==> src/rtl/fpu_pkg.sv <==
// Shared FP32 field layout and operand classification for the float-to-fixed converter.
package fpu_pkg;

    localparam int FP_W     = 32;
    localparam int EXP_W    = 8;
    localparam int MANT_W   = 23;
    localparam int EXP_BIAS = 127;
    localparam int EXP_MAX  = 255;

    // Width of the signed shift amount k = exp - (bias + mant_w) + frac_w.
    localparam int K_W      = 12;

    typedef struct packed {
        logic nan;
        logic inf;
        logic zero;
    } fp_class_t;

    function automatic fp_class_t classify(input logic [EXP_W-1:0]  exp_f,
                                           input logic [MANT_W-1:0] mant_f);
        fp_class_t c;
        c.zero = (exp_f == '0);
        c.inf  = (exp_f == EXP_W'(EXP_MAX)) && (mant_f == '0);
        c.nan  = (exp_f == EXP_W'(EXP_MAX)) && (mant_f != '0);
        return c;
    endfunction

endpackage

==> src/rtl/fp2fix_shift_round.sv <==
// Combinational shift / round / saturate of a classified FP32 mantissa into signed fixed point.
// Define FPU_FP2FIX_ROUND_EN for round-to-nearest (ties away) on right shifts; otherwise truncate.
module fp2fix_shift_round
    import fpu_pkg::*;
#(
    parameter int OUT_W = 16
) (
    input  logic                  sign,
    input  logic [MANT_W:0]       mant,
    input  logic signed [K_W-1:0] k,
    input  fp_class_t             cls,
    output logic [OUT_W-1:0]      data,
    output logic                  sat,
    output logic                  nan
);

    // Wide enough for the 24-bit mantissa shifted left by up to OUT_W.
    localparam int MW = OUT_W + MANT_W + 3;

    localparam logic [K_W-1:0]   MAX_LSH = K_W'(OUT_W);
    localparam logic [K_W-1:0]   MAX_RSH = K_W'(MANT_W + 2);
    localparam logic [MW-1:0]    NEG_LIM = MW'(1) << (OUT_W - 1);
    localparam logic [MW-1:0]    POS_LIM = NEG_LIM - MW'(1);
    localparam logic [OUT_W-1:0] POS_SAT = {1'b0, {(OUT_W-1){1'b1}}};
    localparam logic [OUT_W-1:0] NEG_SAT = {1'b1, {(OUT_W-1){1'b0}}};

`ifdef FPU_FP2FIX_ROUND_EN
    localparam logic ROUND_EN = 1'b1;
`else
    localparam logic ROUND_EN = 1'b0;
`endif

    logic [K_W-1:0]    lsh;
    logic [K_W-1:0]    rsh;
    logic [MANT_W+1:0] rsh_bits;
    logic [MW-1:0]     mag;
    logic              huge;
    logic              over;

    assign lsh = k;
    assign rsh = -k;

    always_comb begin
        huge     = 1'b0;
        rsh_bits = '0;
        mag      = '0;
        if (!k[K_W-1]) begin
            // Any left shift beyond OUT_W overflows regardless of mantissa bits.
            huge = (lsh > MAX_LSH);
            mag  = MW'(mant) << lsh;
        end else if (rsh <= MAX_RSH) begin
            // The extra LSB catches the first discarded bit, which is the rounding bit.
            rsh_bits = {mant, 1'b0} >> rsh;
            mag      = MW'(rsh_bits[MANT_W+1:1]) + MW'(rsh_bits[0] & ROUND_EN);
        end
    end

    // A negative magnitude may reach exactly 2^(OUT_W-1) without clamping.
    assign over = huge | cls.inf | (sign ? (mag > NEG_LIM) : (mag > POS_LIM));

    always_comb begin
        data = '0;
        sat  = 1'b0;
        nan  = cls.nan;
        if (!cls.nan && !cls.zero) begin
            if (over) begin
                sat  = 1'b1;
                data = sign ? NEG_SAT : POS_SAT;
            end else begin
                data = sign ? (~mag[OUT_W-1:0] + OUT_W'(1)) : mag[OUT_W-1:0];
            end
        end
    end

endmodule

==> src/rtl/fpu_fp2fix.sv <==
// Two-stage FP32 to signed fixed-point converter with valid/ready flow control.
// Rounding mode selected by FPU_FP2FIX_ROUND_EN (see fp2fix_shift_round).
module fpu_fp2fix
    import fpu_pkg::*;
#(
    parameter int OUT_W  = 16,
    parameter int FRAC_W = 14
) (
    input  logic             i_clk,
    input  logic             i_rst,
    input  logic             i_valid,
    output logic             o_ready,
    input  logic [FP_W-1:0]  i_data,
    output logic             o_valid,
    input  logic             i_ready,
    output logic [OUT_W-1:0] o_data,
    output logic             o_sat,
    output logic             o_nan
);

    logic                  s1_valid_reg;
    logic                  s1_sign_reg;
    logic [MANT_W:0]       s1_mant_reg;
    logic signed [K_W-1:0] s1_k_reg;
    fp_class_t             s1_cls_reg;

    logic                  out_valid_reg;
    logic [OUT_W-1:0]      out_data_reg;
    logic                  out_sat_reg;
    logic                  out_nan_reg;

    logic                  s1_advance;
    logic [EXP_W-1:0]      in_exp;
    logic [MANT_W-1:0]     in_frac;
    logic signed [K_W-1:0] in_k;
    logic [OUT_W-1:0]      data_next;
    logic                  sat_next;
    logic                  nan_next;

    assign in_exp  = i_data[FP_W-2 -: EXP_W];
    assign in_frac = i_data[MANT_W-1:0];
    // Shift that turns the 24-bit integer mantissa into a value scaled by 2^FRAC_W.
    assign in_k    = $signed(K_W'(in_exp)) - K_W'(EXP_BIAS + MANT_W) + K_W'(FRAC_W);

    assign s1_advance = ~out_valid_reg | i_ready;
    assign o_ready    = ~s1_valid_reg | s1_advance;

    always_ff @(posedge i_clk) begin
        if (i_rst) begin
            s1_valid_reg  <= 1'b0;
            s1_sign_reg   <= 1'b0;
            s1_mant_reg   <= '0;
            s1_k_reg      <= '0;
            s1_cls_reg    <= '0;
            out_valid_reg <= 1'b0;
            out_data_reg  <= '0;
            out_sat_reg   <= 1'b0;
            out_nan_reg   <= 1'b0;
        end else begin
            if (o_ready) begin
                s1_valid_reg <= i_valid;
                if (i_valid) begin
                    s1_sign_reg <= i_data[FP_W-1];
                    s1_mant_reg <= {1'b1, in_frac};
                    s1_k_reg    <= in_k;
                    s1_cls_reg  <= classify(in_exp, in_frac);
                end
            end
            if (s1_advance) begin
                out_valid_reg <= s1_valid_reg;
                if (s1_valid_reg) begin
                    out_data_reg <= data_next;
                    out_sat_reg  <= sat_next;
                    out_nan_reg  <= nan_next;
                end
            end
        end
    end

    fp2fix_shift_round #(
        .OUT_W (OUT_W)
    ) u_shift_round (
        .sign (s1_sign_reg),
        .mant (s1_mant_reg),
        .k    (s1_k_reg),
        .cls  (s1_cls_reg),
        .data (data_next),
        .sat  (sat_next),
        .nan  (nan_next)
    );

    assign o_valid = out_valid_reg;
    assign o_data  = out_data_reg;
    assign o_sat   = out_sat_reg;
    assign o_nan   = out_nan_reg;

endmodule

==> config.mk <==
export PLATFORM = sky130hd
export DESIGN_NAME = fpu_fp2fix
export DESIGN_NICKNAME = d
export VERILOG_FILES = /design/src/rtl/fpu_pkg.sv /design/src/rtl/fp2fix_shift_round.sv /design/src/rtl/fpu_fp2fix.sv
export SDC_FILE = /design/constraint.sdc
export NUM_CORES = 1
export LEC_CHECK = 0
export ABC_CLOCK_PERIOD_IN_PS = 4800
export CORE_MARGIN = 2
export CORE_UTILIZATION = 25
export CTS_CLUSTER_DIAMETER = 60
export DETAILED_ROUTE_END_ITERATION = 10
export SYNTH_ARGS = -nofsm -noshare
export SYNTH_HDL_FRONTEND = slang
export SYNTH_SLANG_ARGS = --single-unit
==> constraint.sdc <==
create_clock -name i_clk -period 4.8 [get_ports i_clk]
set_input_delay 1.44 -clock i_clk [delete_from_list [all_inputs] [get_ports i_clk]]
set_output_delay 1.44 -clock i_clk [all_outputs]
set_load 0.02 [all_outputs]
; Word-level counts from Yosys, hierarchy flattened
; Cells that the tools add are included.
[classes]
n_shift = 2
order_cmp = 4
n_addsub = 4
muxes = 10
n_mul = 0
n_reduce_logical = 10
eq_ne = 1
div_mod_pow = 0
n_bitwise = 7
[ops]
columns = cell, n
row1 = 16-bit 2-to-1 mux, 4
row2 = "42-bit by 15-bit greater-than comparator with 1-bit output, second input constant", 1
row3 = "42-bit by 16-bit greater-than comparator with 1-bit output, second input constant", 1
row4 = 42-bit 2-to-1 mux, 1
row5 = 24-bit by 12-bit left shift with 42-bit output, 1
row6 = 25-bit by 12-bit right shift with 25-bit output, 1
row7 = 24-bit 2-to-1 mux, 1
row8 = 23-bit logical NOT, 1
row9 = 23-bit nonzero test, 1
row10 = "16-bit by 1-bit adder with 16-bit output, second input constant", 1
row11 = 16-bit NOT, 1
row12 = "12-bit by 5-bit greater-than comparator with 1-bit output, second input constant", 1
row13 = "12-bit by 5-bit <= comparator with 1-bit output, second input constant", 1
row14 = 12-bit negator, 1
row15 = "9-bit by 5-bit adder with 10-bit output, second input constant", 1
row16 = "8-bit by 8-bit subtractor with 9-bit output, second input constant", 1
row17 = "8-bit == test, second input constant", 1
row18 = 8-bit logical NOT, 1
row19 = 1-bit 2-to-1 mux, 4
row20 = 1-bit bitwise OR, 4
row21 = 2-bit AND reduction, 2
row22 = 1-bit logical AND, 3
row23 = 1-bit logical NOT, 2
row24 = 1-bit NOT, 2
[totals]
rom_bits = 0
latchBits = 0
ramBits = 0
regBits = 60
mem_count = 0
elab_cells = 49
output_inout_bits = 20
inputBits = 36

; Logic depth before layout (Yosys ltp)
; Gate-level depths: netlist of the first run.
[depth]
ltp_word = 9
depth_mapped = 22
depth_no_buf = 13

; Hierarchy
; From an unflattened synthesis of the first run, not the netlist that was laid out.
[hier_totals]
cells_unflattened = 947
hier_area_um2 = 7236.9
[modules_own_cells]
columns = module, seq_area_each_um2, instances, area_per_inst_um2, cells_each
row1 = fp2fix_shift_round, 0.0, 1, 4813.4, 638
row2 = fpu_fp2fix, 1161.1, 1, 2423.6, 309

; Least setup slack after synthesis of the first run
; OpenSTA, ideal clock, no wires.
[synth_path]
path_kind = reg-to-reg
start = reg s1_k_reg[1]
end = reg out_data_reg[9] (netlist: o_data[9])
setup_ns = 0.083
arrival_time_ns = 5.222
synth_period_minus_slack_ns = 5.305
required_time_ns = 4.717
stages_incl_launch_ff = 22
n_path_buf = 9
slack_ns = -0.505
cell_sequence = dfxtp_1 > buf_4 > buf_2 > buf_2 > buf_2 > clkinv_1 > ha_1 > clkbuf_1 > buf_1 > clkbuf_1 > mux4_2 > nor2_1 > a31oi_1 > a221oi_1 > ha_1 > nand3_1 > or4_1 > buf_2 > o21bai_4 > nand3_2 > buf_6 > o31ai_4
[synth_between]
elab_chain_cells = 9
elab_cells_between_ends = 18
classes_between = add/sub: 2 / order compare: 4 / shift: 2 / mux: 7 / bitwise: 3
[synth_lines]
columns = item, line
row1 = start: declaration, fpu_fp2fix.sv:24  ; logic signed [K_W-1:0] s1_k_reg;
row2 = start signal: assignment, fpu_fp2fix.sv:65  ; s1_k_reg <= in_k;
row3 = 12-bit negator, fp2fix_shift_round.sv:41  ; assign rsh = -k;
row4 = 12-bit by 5-bit <= comparator with 1-bit output / 25-bit by 12-bit right shift with 25-bit output (equally long branches), "fp2fix_shift_round.sv:51, fp2fix_shift_round.sv:53"
row5 = 24-bit 2-to-1 mux, fp2fix_shift_round.sv:51  ; end else if (rsh <= MAX_RSH) begin
row6 = 42-bit 2-to-1 mux, fp2fix_shift_round.sv:47  ; if (!k[K_W-1]) begin
row7 = "42-bit by 15-bit greater-than comparator with 1-bit output, or another cell as far along", fp2fix_shift_round.sv:59  ; assign over = huge | cls.inf | (sign ? (mag > NEG_LIM) : (mag > POS_LIM));
row8 = 1-bit 2-to-1 mux / 16-bit by 1-bit adder with 16-bit output (equally long branches), "fp2fix_shift_round.sv:59, fp2fix_shift_round.sv:70"
row9 = 1-bit bitwise OR / 16-bit 2-to-1 mux (equally long branches), "fp2fix_shift_round.sv:59, fp2fix_shift_round.sv:70"
row10 = 16-bit 2-to-1 mux *, fp2fix_shift_round.sv:66  ; if (over) begin
row11 = 16-bit 2-to-1 mux *, fp2fix_shift_round.sv:65  ; if (!cls.nan && !cls.zero) begin
row12 = end signal: assignment, fpu_fp2fix.sv:72  ; out_data_reg <= data_next;
row13 = end: declaration, fpu_fp2fix.sv:28  ; logic [OUT_W-1:0] out_data_reg;
; Every way passes the cells marked *; elsewhere a longest branch is shown, timed or not.
; A chain may end at the register's enable or synchronous reset.

; Final worst setup path of the first run
; Ends and elaborated chain as after synthesis.

==> summary.md, run 1 <==
| Metric | Value |
|---|---|
| First-pass GRT wire length | slightly above 40000 um |
| Pwr dens | roughly 260 nW/um^2 |
| Crit path required time | a little over 5 ns |
| Max-cap violations | 0 |
| Post-route clock period utilization | 0.9139 |
| Most frequent cells in the layout | 131 x nand2_1, 57 x a21oi_1, 56 x nor2_1 |
| Largest family of logic cells by synthesized area | multiplexers |
| Die X | ~170 um |
| Total Routed Length | between 20000 and 30000 um |
| Fmax | 0.2280 GHz |
| Max clock buf depth | 2 |
| Place WS | 0.4225 ns |
| Post-CTS resize count | 0 |
| Slew Limit Fails | 0 |
| Worst min path class | register to register |
| Sw Ratio | 0.3937 |
| Layout cells sized above 1 | 0.1927 |
| Finished layout cell area | approximately 8500 um^2 |
| Clock Power Share | 0.293 |
| Fin Setup TNS | 0 ns |
| Number of global-route vias before repair | around 7300 |
| DRT Pass-1 Iters | 5 |
| Worst slew pin tran | between 0.9 and 1 ns |
| Asr flop ratio synth | 0 |
| Sequential share of the synthesized area | 0.1609 |
| Area Overhead vs Synth | 17.48% |
| DP Area | slightly above 8000 um^2 |
| Core area | approximately 29000 um^2 |
| Comb pwr share | 0.438 |
| Later-pin clock latency in the skew report | 0.35 ns |
| Psw | 865.4 uW |
| Fin worst setup slack | between 0.4 and 0.5 ns |
| Leading cell type in the layout, fill and taps excluded | nand2_1 |
| Syn_area_per_cell | between 7 and 8 um^2 |
| Fin. Hold Viols | 0 |
| IO Port Bufs | 55 |
| Root Driver | clkbuf_16 |
| Crit start category | register |
| GP Congestion | 0.9834 |
| CTS tree | yes |
| RSZ-0062 raised after global routing | no |
| N_diodes | 0 |
| Clock sink count | 58 |
| Top_reg_cell synth | dfxtp_1 |
| Die Area | 30230 um^2 |
| I/O Pins | 56 |
| Initial Util | 0.2527 |
| Detailed-route wire length per cell | between 15 and 20 um |
| YS warnings | 0 |
| Max_slew headroom | 0.3535 |
| Largest net degree at the start of global routing | 46 |
| Tot GR Track Use | 0.1716 |
| ANT nets after route | 0 |
| Reg power frac | 0.268 |
| Mapped Nets | ~950 |
| Fillers | around 3200 |
| Status | completed |
| DRC violations left | 0 |
| Vias per cell | around 5.7 |
| Total congestion overflow | 0 |
| CP endpoint kind | register |
| Nets | around 970 |
| Post-placement cell count | 1297 |
| Min Tclk post-route | around 4.4 ns |
| Synth Area in Adders | 0.01214 |
| H-tree levels | 3 |
| Simple-gate share of the synthesized area | 0.2331 |
| Post-synth EDFFs | 0 |
| Total leakage power | roughly 3 nW |
| Clock buffer count from CTS | 9 |
| Kind of critical path | register to register |
| Critical path peak fanout | 45 |
| Worst Skew | 0.007527 ns |
| Max reg flops | 24 |
| CP cell instances | buf_6 > mux2_2 > mux4_2 > a2111oi_0 > o2111ai_1 > a211oi_1 > nand4b_1 > a21oi_1 > and2_1 > nand3_2 > o31ai_4 |
| Clock slew seen by the registers of the worst setup and hold paths | ~0.06 ns |
| Multiplexer share of the synthesized area | 0.2511 |
| Post-CTS setup buffer count | 0 |
| Cts hold-fix bufs | 0 |
| Die Ht | about 170 um |
| Initial antenna violation count | 0 |
| Vias | roughly 7500 |
| CP max-delay cell | mux4_2 |
| Row cnt | between 60 and 70 |
| VDD IR-drop max | between 0.00015 and 0.0002 V |
| Cells after Synth | between 900 and 1000 |
| Post-synthesis compound-gate area fraction | 0.2482 |
| Worst Path Arrival | between 4 and 5 ns |
| Synth Area in XOR/XNOR | 0.02307 |
| Detailed placer's ending HPWL | slightly below 20000 um |
| P_int | around 1.3 mW |
| Max incr delay on CP | 0.55 ns |
| Mapped Area | between 7000 and 8000 um^2 |
| Finished Layout Cells | between 1000 and 1500 |
| DR iter-0 viols | approximately 820 |
| Number of setup violations in the final report | 0 |
| Synth cell types | 84 |
| FF+latch count, synth | 58 |
==> critical path, delay by kind of cell, from the launching register on <==
kind                   cells  cell delay (ns)
buffers and inverters      1             0.34
muxes                      2             0.94
and+or+nand+nor            3             0.92
DFF                        1             0.35
AOI/OAI and AO/OA          5             1.73
==> area by class of cell <==
| cell class | instances | area (um^2) | share of cell area |
|---|---|---|---|
| multi-input cells | 734 | 5557 | 0.6556 |
| flip-flops and latches | 58 | 1169 | 0.1379 |
| repair buffers | 103 | 914.6 | 0.1079 |
| well taps | 384 | 480.5 | 0.05669 |
| clock buffers | 10 | 229.0 | 0.02702 |
| inverters | 18 | 68.82 | 0.008119 |
| clock inverters | 6 | 57.56 | 0.006791 |
==> synth_stat cells (8+ instances only) <==
cell type	count	area [um^2]
nand4_1	8	50.05
mux2i_1	46	460.4
and3_1	10	62.56
nor3_1	14	70.07
clkbuf_1	62	232.7
nor2b_1	12	75.07
mux2_2	50	563.0
a21oi_1	57	285.3
and2_1	17	106.4
xnor2_1	14	122.6
a31oi_1	10	62.56
o31ai_1	11	82.58
mux4_2	35	788.3
nor4_1	19	118.9
o21ai_0	27	135.1
nand2_1	131	491.7
o22ai_1	9	56.30
o211ai_1	8	60.06
inv_1	14	52.55
nand2b_1	13	81.33
nor2_1	56	210.2
buf_2	24	120.1
a211oi_1	20	150.1
nand3_1	15	75.07
dfxtp_1	58	1161
==> path summary, 6_finish.rpt <==
path / start / endpoint / slack (ns) / depth (start not counted)
worst max-delay path: s1_k_reg[1] / o_data[9] / 0.41 / 11
worst min-delay path: o_data[0] / o_data[0] / 0.46 / 2
worst max register to register: s1_k_reg[1] / o_data[9] / 0.41 / 11
worst min register to register: o_data[0] / o_data[0] / 0.46 / 2
==> through the flow <==
stage          hold slack [ns]    util  power [mW]
2_1_floorplan           0.4415       -       1.245
3_3_place_gp            0.4403  0.2867       1.545
3_5_place_dp            0.4467  0.2867       1.542
4_1_cts                 0.4590  0.2968       2.194
5_1_grt                 0.4782  0.2969       2.317
6_report                0.4559  0.2969       2.198
==> power groups by stage <==
stage	logic [mW]	registers [mW]	clock network (mW)
2_1_floorplan	0.683	0.562	0
3_3_place_gp	0.949	0.596	0
3_5_place_dp	0.945	0.597	0
4_1_cts	0.949	0.587	0.658
5_1_grt	1.04	0.596	0.682
6_report	0.963	0.590	0.645
==> metal layers <==
metal | part of all wire | wire length, um | up-vias | global-route usage
met5 | 0 | 0 | - | 0
met4 | 0.048 | 1244 | 0 | 0.08894
met3 | 0.066 | 1690 | 70 | 0.02741
met2 | 0.46 | 11940 | 314 | 0.2772
met1 | 0.42 | 10910 | 3582 | 0.2207
li1 | - | - | 3493 | -
==> logic make-up after synthesis <==
logic type	Yosys count
adders and majority gates	7
AOI/OAI and AO/OA	241
buffers and inverters	119
muxes	131
DFF	58
and+or+nand+nor	336
xor gates and xnor gates	19
Note: power is estimated with default switching activity, not from simulation.
==> run 2: changes to the inputs <==
--- a/config.mk
+++ b/config.mk
@@ -10,6 +10,7 @@
 export CORE_UTILIZATION = 25
 export CTS_CLUSTER_DIAMETER = 60
 export DETAILED_ROUTE_END_ITERATION = 10
+export SLEW_MARGIN = 20
 export SYNTH_ARGS = -nofsm -noshare
 export SYNTH_HDL_FRONTEND = slang
 export SYNTH_SLANG_ARGS = --single-unit
==> results of run 2 <==
Same layout as run 1: the final DEF is identical, and so are final timing and power.
==> run 3: changes to the inputs <==
--- a/config.mk
+++ b/config.mk
@@ -13,4 +13,5 @@
 export SLEW_MARGIN = 20
 export SYNTH_ARGS = -nofsm -noshare
 export SYNTH_HDL_FRONTEND = slang
+export SYNTH_HIERARCHICAL = 1
 export SYNTH_SLANG_ARGS = --single-unit
==> summary.md, run 3 <==
| Metric | Value |
|---|---|
| Max-cap violations | 0 |
| Slew Limit Fails | 0 |
| Total Routed Length | roughly 27000 um |
| Tot GR Track Use | 0.1769 |
| Asr flop ratio synth | 0 |
| Later-pin clock latency in the skew report | 0.34 ns |
| IO Port Bufs | 55 |
| Cells after Synth | 947 |
| Crit start category | register |
| CTS tree | yes |
| Top post-synthesis cells by area | dfxtp_1 16%, mux4_2 8.1%, nand2_1 7.7%, mux2i_1 6.6%, a21oi_1 5.9% |
| Area Overhead vs Synth | 19.04% |
| Row cnt | 62 |
| Worst Skew | approximately 0.0088 ns |
| CP max-delay cell | ha_2 |
| Synth cell types | 86 |
| Vias | slightly below 8000 |
| Clock slew seen by the registers of the worst setup and hold paths | 0.06 ns |
| Max_slew headroom | 0.3977 |
| Detailed placer's ending HPWL | between 20000 and 25000 um |
| I/O Pins | 56 |
| Syn_area_per_cell | between 7 and 8 um^2 |
| Die Ht | 174.1 um |
| Post-CTS setup buffer count | 0 |
| DRC violations left | 0 |
| Mapped Nets | about 1000 |
| Vias per cell | 5.661 |
| Synth top area share | 0.1604 |
| Worst slew pin tran | 0.9034 ns |
| Status | completed |
| Finished Core Util | 0.3009 |
| Worst Path Arrival | around 4.6 ns |
| Post-CTS resize count | 0 |
| Max incr delay on CP | 0.43 ns |
| List of most frequent post-synthesis cells | 149 x nand2_1, 86 x a21oi_1, 62 x nor2_1 |
| N_diodes | 0 |
| Initial Util | 0.2528 |
| Detailed-route wire length per cell | 19.70 um |
| Critical path peak fanout | 10 |
| Layout cells sized above 1 | 0.1542 |
| Number of global-route vias before repair | ~7400 |
| Most common cell in the netlist | nand2_1 |
| Max clock buf depth | 2 |
| Clock sink count | 58 |
| Cts hold-fix bufs | 0 |
| Core area | roughly 29000 um^2 |
| Max reg flops | 24 |
| Crit-path leading delay family | compound AO/OA/AOI/OAI gates |
| Total congestion overflow | 0 |
| Clock buffer count from CTS | 9 |
| Fin Setup TNS | 0 ns |
| Die X | about 170 um |
| Crit path required time | 5.07 ns |
| VDD IR-drop max | ~0.00016 V |
| Most frequent cells in the layout | 149 x nand2_1, 86 x a21oi_1, 62 x nor2_1 |
| Post-synth EDFFs | 0 |
| P_int | around 1.4 mW |
| CP Buf/Inv Count | 5 |
| Total power | approximately 2.3 mW |
| Fin. Hold Viols | 0 |
| Pwr dens | about 270 nW/um^2 |
| Sw Ratio | 0.3970 |
| DRT Pass-1 Iters | 5 |
| Comb pwr share | 0.468 |
| Fmax | between 0.2 and 0.25 GHz |
| ANT nets after route | 0 |
| Most used cell, CP | inv_1 |
| Root Driver | clkbuf_16 |
| FF+latch count, synth | just under 60 |
| Largest net degree at the start of global routing | 81 |
| Min Tclk post-route | approximately 4.3 ns |
| Psw | a little over 900 uW |
| RSZ-0062 raised after global routing | no |
| DR iter-0 viols | a little under 800 |
| YS warnings | 6 |
| CP endpoint kind | register |
| GP Congestion | around 0.96 |
| Sequential share of the synthesized area | 0.1604 |
| CP cell instances | inv_1 > ha_2 > buf_4 > mux2i_1 > mux4_1 > o22ai_1 > o211a_1 > a21o_1 > inv_1 > ha_1 > inv_1 > a311oi_1 > o21ai_1 > nor4b_1 > a31oi_1 > nor3_2 > buf_4 > nor2_1 > a2111oi_2 > nand2_1 > a21oi_1 |
| Post-route clock period utilization | 0.9056 |
| H-tree levels | 3 |
| Mapped Area | 7237 um^2 |
| Post-placement cell count | roughly 1400 |
| Finished Layout Cells | around 1400 |
| Number of setup violations in the final report | 0 |
| First-pass GRT wire length | about 43000 um |
| Largest area contributor in the netlist | dfxtp_1 |
| Die Area | slightly above 30000 um^2 |
| Clock Power Share | 0.282 |
| Worst min path class | register to register |
| Top_reg_cell synth | dfxtp_1 |
| Leading cell type in the layout, fill and taps excluded | nand2_1 |
| Initial antenna violation count | 0 |
| Nets | 1030 |
| Kind of critical path | register to register |
| Total leakage power | around 3 nW |
| Reg power frac | 0.250 |
-- run 3: cell types whose count changed in the layout (fill, tap and decap cells not counted), moves of 10 or more --
| cell | delta |
|---|---|
| mux2_2 | -30 |
| a21oi_1 | +29 |
| nand2_1 | +18 |
| nor3_1 | +16 |
| buf_4 | +11 |
| mux4_1 | +10 |
-- run 3: path summary, 6_finish.rpt --
kind                    start  slack (ns)  cells past startpoint   endpoint
setup / recovery  s1_k_reg[0]        0.45                     21  o_data[6]
setup reg to reg  s1_k_reg[0]        0.45                     21  o_data[6]
hold reg to reg     o_data[3]        0.46                      2  o_data[3]
hold / removal      o_data[3]        0.46                      2  o_data[3]
-- run 3: worst min-delay path: stages, from the launching register on --
cell,delay (ns)
dfxtp_1,0.31
nand2_1,0.05
a21oi_1,0.05
-- run 3: per-stage QoR --
stage,instance area [um^2],setup slack (ns),hold slack [ns]
floorplan,7239,0.02992,0.4351
global placement,8325,0.4978,0.4467
detailed placement,8325,0.4365,0.4504
CTS,8612,0.4078,0.4582
global route,8615,0.06034,0.4796
finish,8615,0.4530,0.4554
-- run 3: kinds of logic after synthesis --
logic type	count (synthesis)	synth area share
multiplexers	104	0.2147
flip-flops	58	0.1604
XOR/XNOR	19	0.02818
AO/OA/AOI/OAI	285	0.2664
adder cells (fa/ha/maj)	6	0.01037
AND/OR/NAND/NOR	368	0.2507
buffers and inverters	107	0.06915
-- run 3: cell type report --
class	count	area, um^2
sequential	58	1166
tap	384	480.5
clock buffer	12	246.5
inverter	22	82.58
clock inverter	3	40.04
fill	3070	20010
timing repair buffer	115	1021
multi-input combinational	782	5578
-- run 3: routing by layer --
layer  part of all wire  up-vias  track usage
li1                   -     3664            -
met1               0.44     3755       0.2358
met2               0.47      323       0.2880
met3              0.062       48      0.02559
met4              0.033        0      0.06933
met5                  0        -            0
-- run 3: power by group through the flow --
stage,logic (mW),clock network (mW),registers [mW]
after floorplan,0.725,0,0.568
after global placement,1.06,0,0.581
after detailed placement,1.05,0,0.582
after CTS,1.06,0.656,0.572
after global routing,1.16,0.676,0.579
final,1.07,0.647,0.573
